$ cat src/rtl/clk_div_meter_pkg.sv
`default_nettype none
// ---------------------------------------------------------------------------
// clk_div_meter_pkg - meter state type and period tolerance compare. Rev 1.0
// ---------------------------------------------------------------------------
package clk_div_meter_pkg;

  localparam int MAX_W = 32;

  typedef logic [MAX_W-1:0] wide_t;

  typedef enum logic [1:0] {
    IDLE = 2'd0,
    HIGH = 2'd1,
    LOW  = 2'd2
  } state_t;

  // Absolute difference is formed two bits wider than the operands so it cannot wrap.
  function automatic logic period_match(input wide_t p, input wide_t e, input wide_t tol);
    logic [MAX_W+1:0] diff;
    diff = (p >= e) ? ({2'b00, p} - {2'b00, e}) : ({2'b00, e} - {2'b00, p});
    return diff <= {2'b00, tol};
  endfunction

endpackage
`default_nettype wire

$ cat src/rtl/clk_div_meter_sync_edge_det.sv
`default_nettype none
// ---------------------------------------------------------------------------
// sync_edge_det - multi-flop synchroniser with rise/fall detect. Rev 1.0
// ---------------------------------------------------------------------------
module sync_edge_det #(
  parameter int SYNC_STAGES = 2
) (
  input  logic clk,
  input  logic rst_n,
  input  logic d,
  output logic level,
  output logic rise,
  output logic fall
);

  logic [SYNC_STAGES-1:0] sync;
  logic                   level_d;

  always_ff @(posedge clk or negedge rst_n) begin
    if (!rst_n) begin
      sync    <= '0;
      level_d <= 1'b0;
    end else begin
      sync    <= {sync[SYNC_STAGES-2:0], d};
      level_d <= sync[SYNC_STAGES-1];
    end
  end

  assign level = sync[SYNC_STAGES-1];
  assign rise  = level & ~level_d;
  assign fall  = ~level & level_d;

endmodule
`default_nettype wire

$ cat src/rtl/clk_div_meter.sv
`default_nettype none
// ---------------------------------------------------------------------------
// clk_div_meter - measures high/low/period of a divided clock and tracks lock. Rev 1.0
// ---------------------------------------------------------------------------
module clk_div_meter
  import clk_div_meter_pkg::*;
#(
  parameter int W           = 8,
  parameter int SYNC_STAGES = 2,
  parameter int LOCK_CNT    = 4,
  parameter int TOL         = 0
) (
  input  logic         clk,
  input  logic         rst_n,
  input  logic         div_in,
  input  logic [W:0]   exp_period,
  output logic [W-1:0] high_len,
  output logic [W-1:0] low_len,
  output logic [W:0]   period,
  output logic         valid,
  output logic         locked,
  output logic         err,
  output logic         stalled
);

  localparam logic [W-1:0] RUN_MAX  = {W{1'b1}};
  localparam logic [W-1:0] RUN_ONE  = {{(W-1){1'b0}}, 1'b1};
  localparam logic [3:0]   LOCK_TGT = 4'(LOCK_CNT);

  logic         level;
  logic         rise;
  logic         fall;
  logic [W-1:0] run;
  logic [W-1:0] hi;
  logic [3:0]   mcnt;
  logic [3:0]   mcnt_inc;
  logic [W:0]   period_new;
  logic         match;
  state_t       state;

  sync_edge_det #(
    .SYNC_STAGES(SYNC_STAGES)
  ) u_sync (
    .clk  (clk),
    .rst_n(rst_n),
    .d    (div_in),
    .level(level),
    .rise (rise),
    .fall (fall)
  );

  assign period_new = {1'b0, hi} + {1'b0, run};
  assign match      = period_match(wide_t'(period_new), wide_t'(exp_period), wide_t'(TOL));
  assign mcnt_inc   = (mcnt == LOCK_TGT) ? mcnt : mcnt + 4'd1;

  always_ff @(posedge clk or negedge rst_n) begin
    if (!rst_n) begin
      run      <= '0;
      hi       <= '0;
      mcnt     <= '0;
      state    <= IDLE;
      high_len <= '0;
      low_len  <= '0;
      period   <= '0;
      valid    <= 1'b0;
      locked   <= 1'b0;
      err      <= 1'b0;
      stalled  <= 1'b0;
    end else begin
      valid <= 1'b0;
      err   <= 1'b0;

      if (rise || fall) begin
        run <= RUN_ONE;
      end else if (run != RUN_MAX) begin
        run <= run + RUN_ONE;
      end

      if (rise) begin
        stalled <= 1'b0;
      end

      case (state)
        IDLE: begin
          if (rise) begin
            state <= HIGH;
          end
        end
        HIGH: begin
          if (fall) begin
            hi    <= run;
            state <= LOW;
          end else if (run == RUN_MAX && level) begin
            state   <= IDLE;
            stalled <= 1'b1;
            locked  <= 1'b0;
            mcnt    <= '0;
          end
        end
        LOW: begin
          if (rise) begin
            high_len <= hi;
            low_len  <= run;
            period   <= period_new;
            valid    <= 1'b1;
            state    <= HIGH;
            if (match) begin
              mcnt   <= mcnt_inc;
              locked <= (mcnt_inc == LOCK_TGT);
            end else begin
              mcnt   <= '0;
              locked <= 1'b0;
              err    <= 1'b1;
            end
          end else if (run == RUN_MAX && !level) begin
            state   <= IDLE;
            stalled <= 1'b1;
            locked  <= 1'b0;
            mcnt    <= '0;
          end
        end
        default: state <= IDLE;
      endcase
    end
  end

endmodule
`default_nettype wire

$ cat config.mk
export PLATFORM = sky130hd
export DESIGN_NAME = clk_div_meter
export DESIGN_NICKNAME = d
export VERILOG_FILES = /design/src/rtl/clk_div_meter_pkg.sv /design/src/rtl/clk_div_meter_sync_edge_det.sv /design/src/rtl/clk_div_meter.sv
export SDC_FILE = /design/constraint.sdc
export NUM_CORES = 1
export LEC_CHECK = 0
export CORE_AREA = 2 2 99 101
export DETAILED_ROUTE_END_ITERATION = 16
export DIE_AREA = 0 0 101 103
export MAX_ROUTING_LAYER = met4
export PLACE_DENSITY_LB_ADDON = 0.15
export SYNTH_ARGS = -nofsm -noshare
export SYNTH_HDL_FRONTEND = slang
export SYNTH_SLANG_ARGS = --single-unit
$ cat constraint.sdc
create_clock -name clk -period 4.5 [get_ports clk]
set_input_delay 1.125 -clock clk [delete_from_list [all_inputs] [get_ports clk]]
set_output_delay 1.125 -clock clk [all_outputs]
set_load 0.01 [all_outputs]
==> metrics.md <==
| Metric | Value |
|---|---|
| Pwr per Cell Area | slightly above 400 nW/µm² |
| WL/cell | around 15 µm |
| CTS Buffer Depth | 2 |
| Initial Utilization | 0.365 |
| Worst r2r src | run[0] |
| Mapped Area | between 3000 and 4000 µm² |
| Critical Path AT | about 4.3 ns |
| ANT nets after route | 0 |
| Final non-filler cell total | 513 |
| P_leak | between 0.0015 and 0.002 µW |
| Most area-consuming cells after synthesis | dfrtp_1 39%, ha_1 13%, mux2_2 6.8% |
| Starting DRT DRC Count | about 110 |
| CP Class | flip-flop to flip-flop |
| Root buf cell | clkbuf_8 |
| Grt total ovfl | 0 |
| Vias in the first global route | between 2,000 and 3,000 |
| Sequential area share after synthesis | 0.391 |
| Post-synthesis register bit count | 54 |
| FFs w/ async S/R, synth | 1.00 |
| Tightest Hold Check Type | flip-flop to flip-flop |
| # diodes | 0 |
| Post-layout min period | 4.09 ns |
| WP data required | approximately 4.8 ns |
| Clock sinks | 54 |
| Die ar. | about 10,000 µm² |
| Unrepaired setup endpoints after global routing | no |
| Max_cap viols | 0 |
| Clock latency on the worst-skew pair | ~0.3 ns |
| # nets final | between 400 and 500 |
| Synth-to-layout area growth | 17.8% |
| Area leader, netlist | dfrtp_1 |
| Status | complete, no violations |
| Top_reg_cell synth | dfrtp_1 |
| Hold Vio Cnt, Final | 0 |
| Global-route wire length before repair | around 13,000 µm |
| Die height | 103 µm |
| Cells after DPL | a little over 500 |
| Most numerous cell in the Yosys netlist | dfrtp_1 |
| Ports | 41 |
| Synth top area share | 0.391 |
| Hold_sp | u_sync.sync[0] |
| Die X | between 100 and 150 µm |
| Syn Area/Cell | between 9 and 10 µm² |
| GR Util All Layers | 0.159 |
| CP startpoint kind | flip-flop |
| TritonRoute pass-1 iters | 4 |
| Row cnt | 36 |
| Post-synth EDFFs | 0 |
| CP startpoint | run[0] |
| Routed via count | ~2,700 |
| Worst VDD drop | about 0.19 mV |
| Final setup viols | 0 |
| Max-slew violations | 0 |
| IO buf count | 40 |
| Initial antenna violation count | 0 |
| Pin count of the biggest net entering global routing | 34 |
| Vias per cell | a little over 5 |
| Worst Setup End Kind | flip-flop |
| Hold WS | 0.360 ns |
| Final Cycle Share | 0.909 |
| Library cells used by synthesis | 54 |
| Hold Buf Count CTS | 0 |
| Drc violations | 0 |
| CTS tree | done |
| Highest clock rate | around 240 MHz |
| Cells after synthesis | 359 |
| Fin Setup TNS | 0 ns |
| TritonCTS Buffers | 5 |
| Core area | between 9000 and 10,000 µm² |
| Total detailed-routing wirelength | between 7000 and 8000 µm |
| Crit Path Max Fanout | 10 |
| GP Congestion | between 0.8 and 0.9 |
| Max_slew headroom | 0.517 |
| Synth warnings | 0 |
| Half-perimeter wire length after placement | between 5000 and 6000 µm |
| Top cells by count, synth | 54 x dfrtp_1, 36 x inv_1, 35 x ha_1 |
| Slew at the pin with the worst max-slew slack | 0.725 ns |
| Share of cells above drive strength 1 | 0.108 |
| Setup Skew | 0.00463 ns |
| Syn Nets | roughly 400 |
| Clk slew on worst S/H paths | 0.10 ns |
| H-tree levels | 2 |
[worst max-delay path, stage by stage, from the launching register on]
cell and delay [ns]:
dfrtp_2 0.44, ha_1 0.20, inv_1 0.06, fa_1 0.39, nor2b_1 0.13, o21ai_1 0.08, a21oi_1 0.18, o21ai_0 0.10
nand2b_1 0.11, xnor2_1 0.21, inv_1 0.09, ha_2 0.45, a21o_1 0.17, a31oi_1 0.13, a32o_1 0.25, o22ai_2 0.18
o2111ai_2 0.20, a211oi_4 0.37, buf_4 0.19, a22o_1 0.12
[stage by stage]
step	area [µm²]	setup slack (ns)	power (µW)	utilization
4_1_cts	4060	0.270	1670	0.429
6_report	4070	0.409	1640	0.430
3_3_place_gp	3950	0.311	1320	0.417
2_1_floorplan	3450	0.835	1100	-
3_5_place_dp	3950	0.291	1330	0.417
5_1_grt	4070	0.0377	1770	0.430
[report_power, final]
part           switching, µW  total (µW)  internal [µW]  leakage [µW]
Sequential              46.7         597            550      0.000729
Clock                    167         333            166     0.0000514
Combinational            401         714            314       0.00119
[cell type report]
cell class | count | area [µm²]
clock buffer | 6 | 72.6
clock inverter | 2 | 37.5
fill | 954 | 5390
inverter | 37 | 139
multi-input combinational | 257 | 1910
sequential | 54 | 1350
tap | 114 | 143
timing repair buffer | 43 | 418
[cell families (layout without fill, tap and decap cells)]
family,count (synthesis),after routing,share of synthesized area
flops,54,54,0.391
compound gates,89,89,0.172
mux,22,22,0.0714
buf+inv,48,88,0.0572
simple gates,97,97,0.143
xor+xnor,13,13,0.0330
fa+ha+maj,36,36,0.133
[layout by cell type, fill, tap and decap left out, types with 2 or more instances in the layout]
cell	synthesis	routed
a21o_1	6	6
a21oi_1	20	20
a22o_1	2	2
a31oi_1	6	6
a32o_1	2	2
and2_1	4	4
and3_1	2	2
buf_4	2	3
clkbuf_8	0	5
clkdlybuf4s50_1	0	39
dfrtp_1	54	53
ha_1	35	34
inv_1	36	36
mux2_2	21	21
nand2_1	32	32
nand2b_1	4	4
nand3_1	11	11
nand3b_1	4	4
nand4_1	6	6
nor2_1	15	15
nor2b_1	6	6
nor3_1	5	5
nor4_1	2	2
o211a_1	3	3
o211ai_1	2	2
o21a_1	3	3
o21ai_0	23	23
o21ai_1	4	4
o22ai_1	3	3
o31ai_1	3	3
xnor2_1	8	8
xor2_1	5	5
[state kept, by name (all words and copies together) (netlist names), 2 cells and up]
| name | count |
|---|---|
| hi | 8 |
| period | 9 |
| run | 8 |
| high_len | 8 |
| state | 2 |
| u_sync.sync | 2 |
| low_len | 8 |
| mcnt | 4 |
[path summary, 6_finish.rpt]
check | endpoint | slack [ns] | depth (start not counted)
worst max-delay path | locked | 0.41 | 19
worst min-delay path | u_sync.sync[1] | 0.36 | 0
worst max register to register | locked | 0.41 | 19
worst min register to register | u_sync.sync[1] | 0.36 | 0
max in group asynchronous | run[0] | 2.81 | 2
min in group asynchronous | mcnt[1] | 0.86 | 1
[metal layers]
metal	track usage	wire, µm	vias to the layer above
met5	-	0	-
met4	0.0353	112	0
li1	-	-	1336
met1	0.220	3830	1265
met2	0.248	3520	48
met3	0.0264	277	8
[timing repair]
action | CTS | global route
setup endpoints to repair | 0 | 5
setup buffers | 0 | 1
resized for setup | 0 | 2
Power figures use the tool's default switching activity.
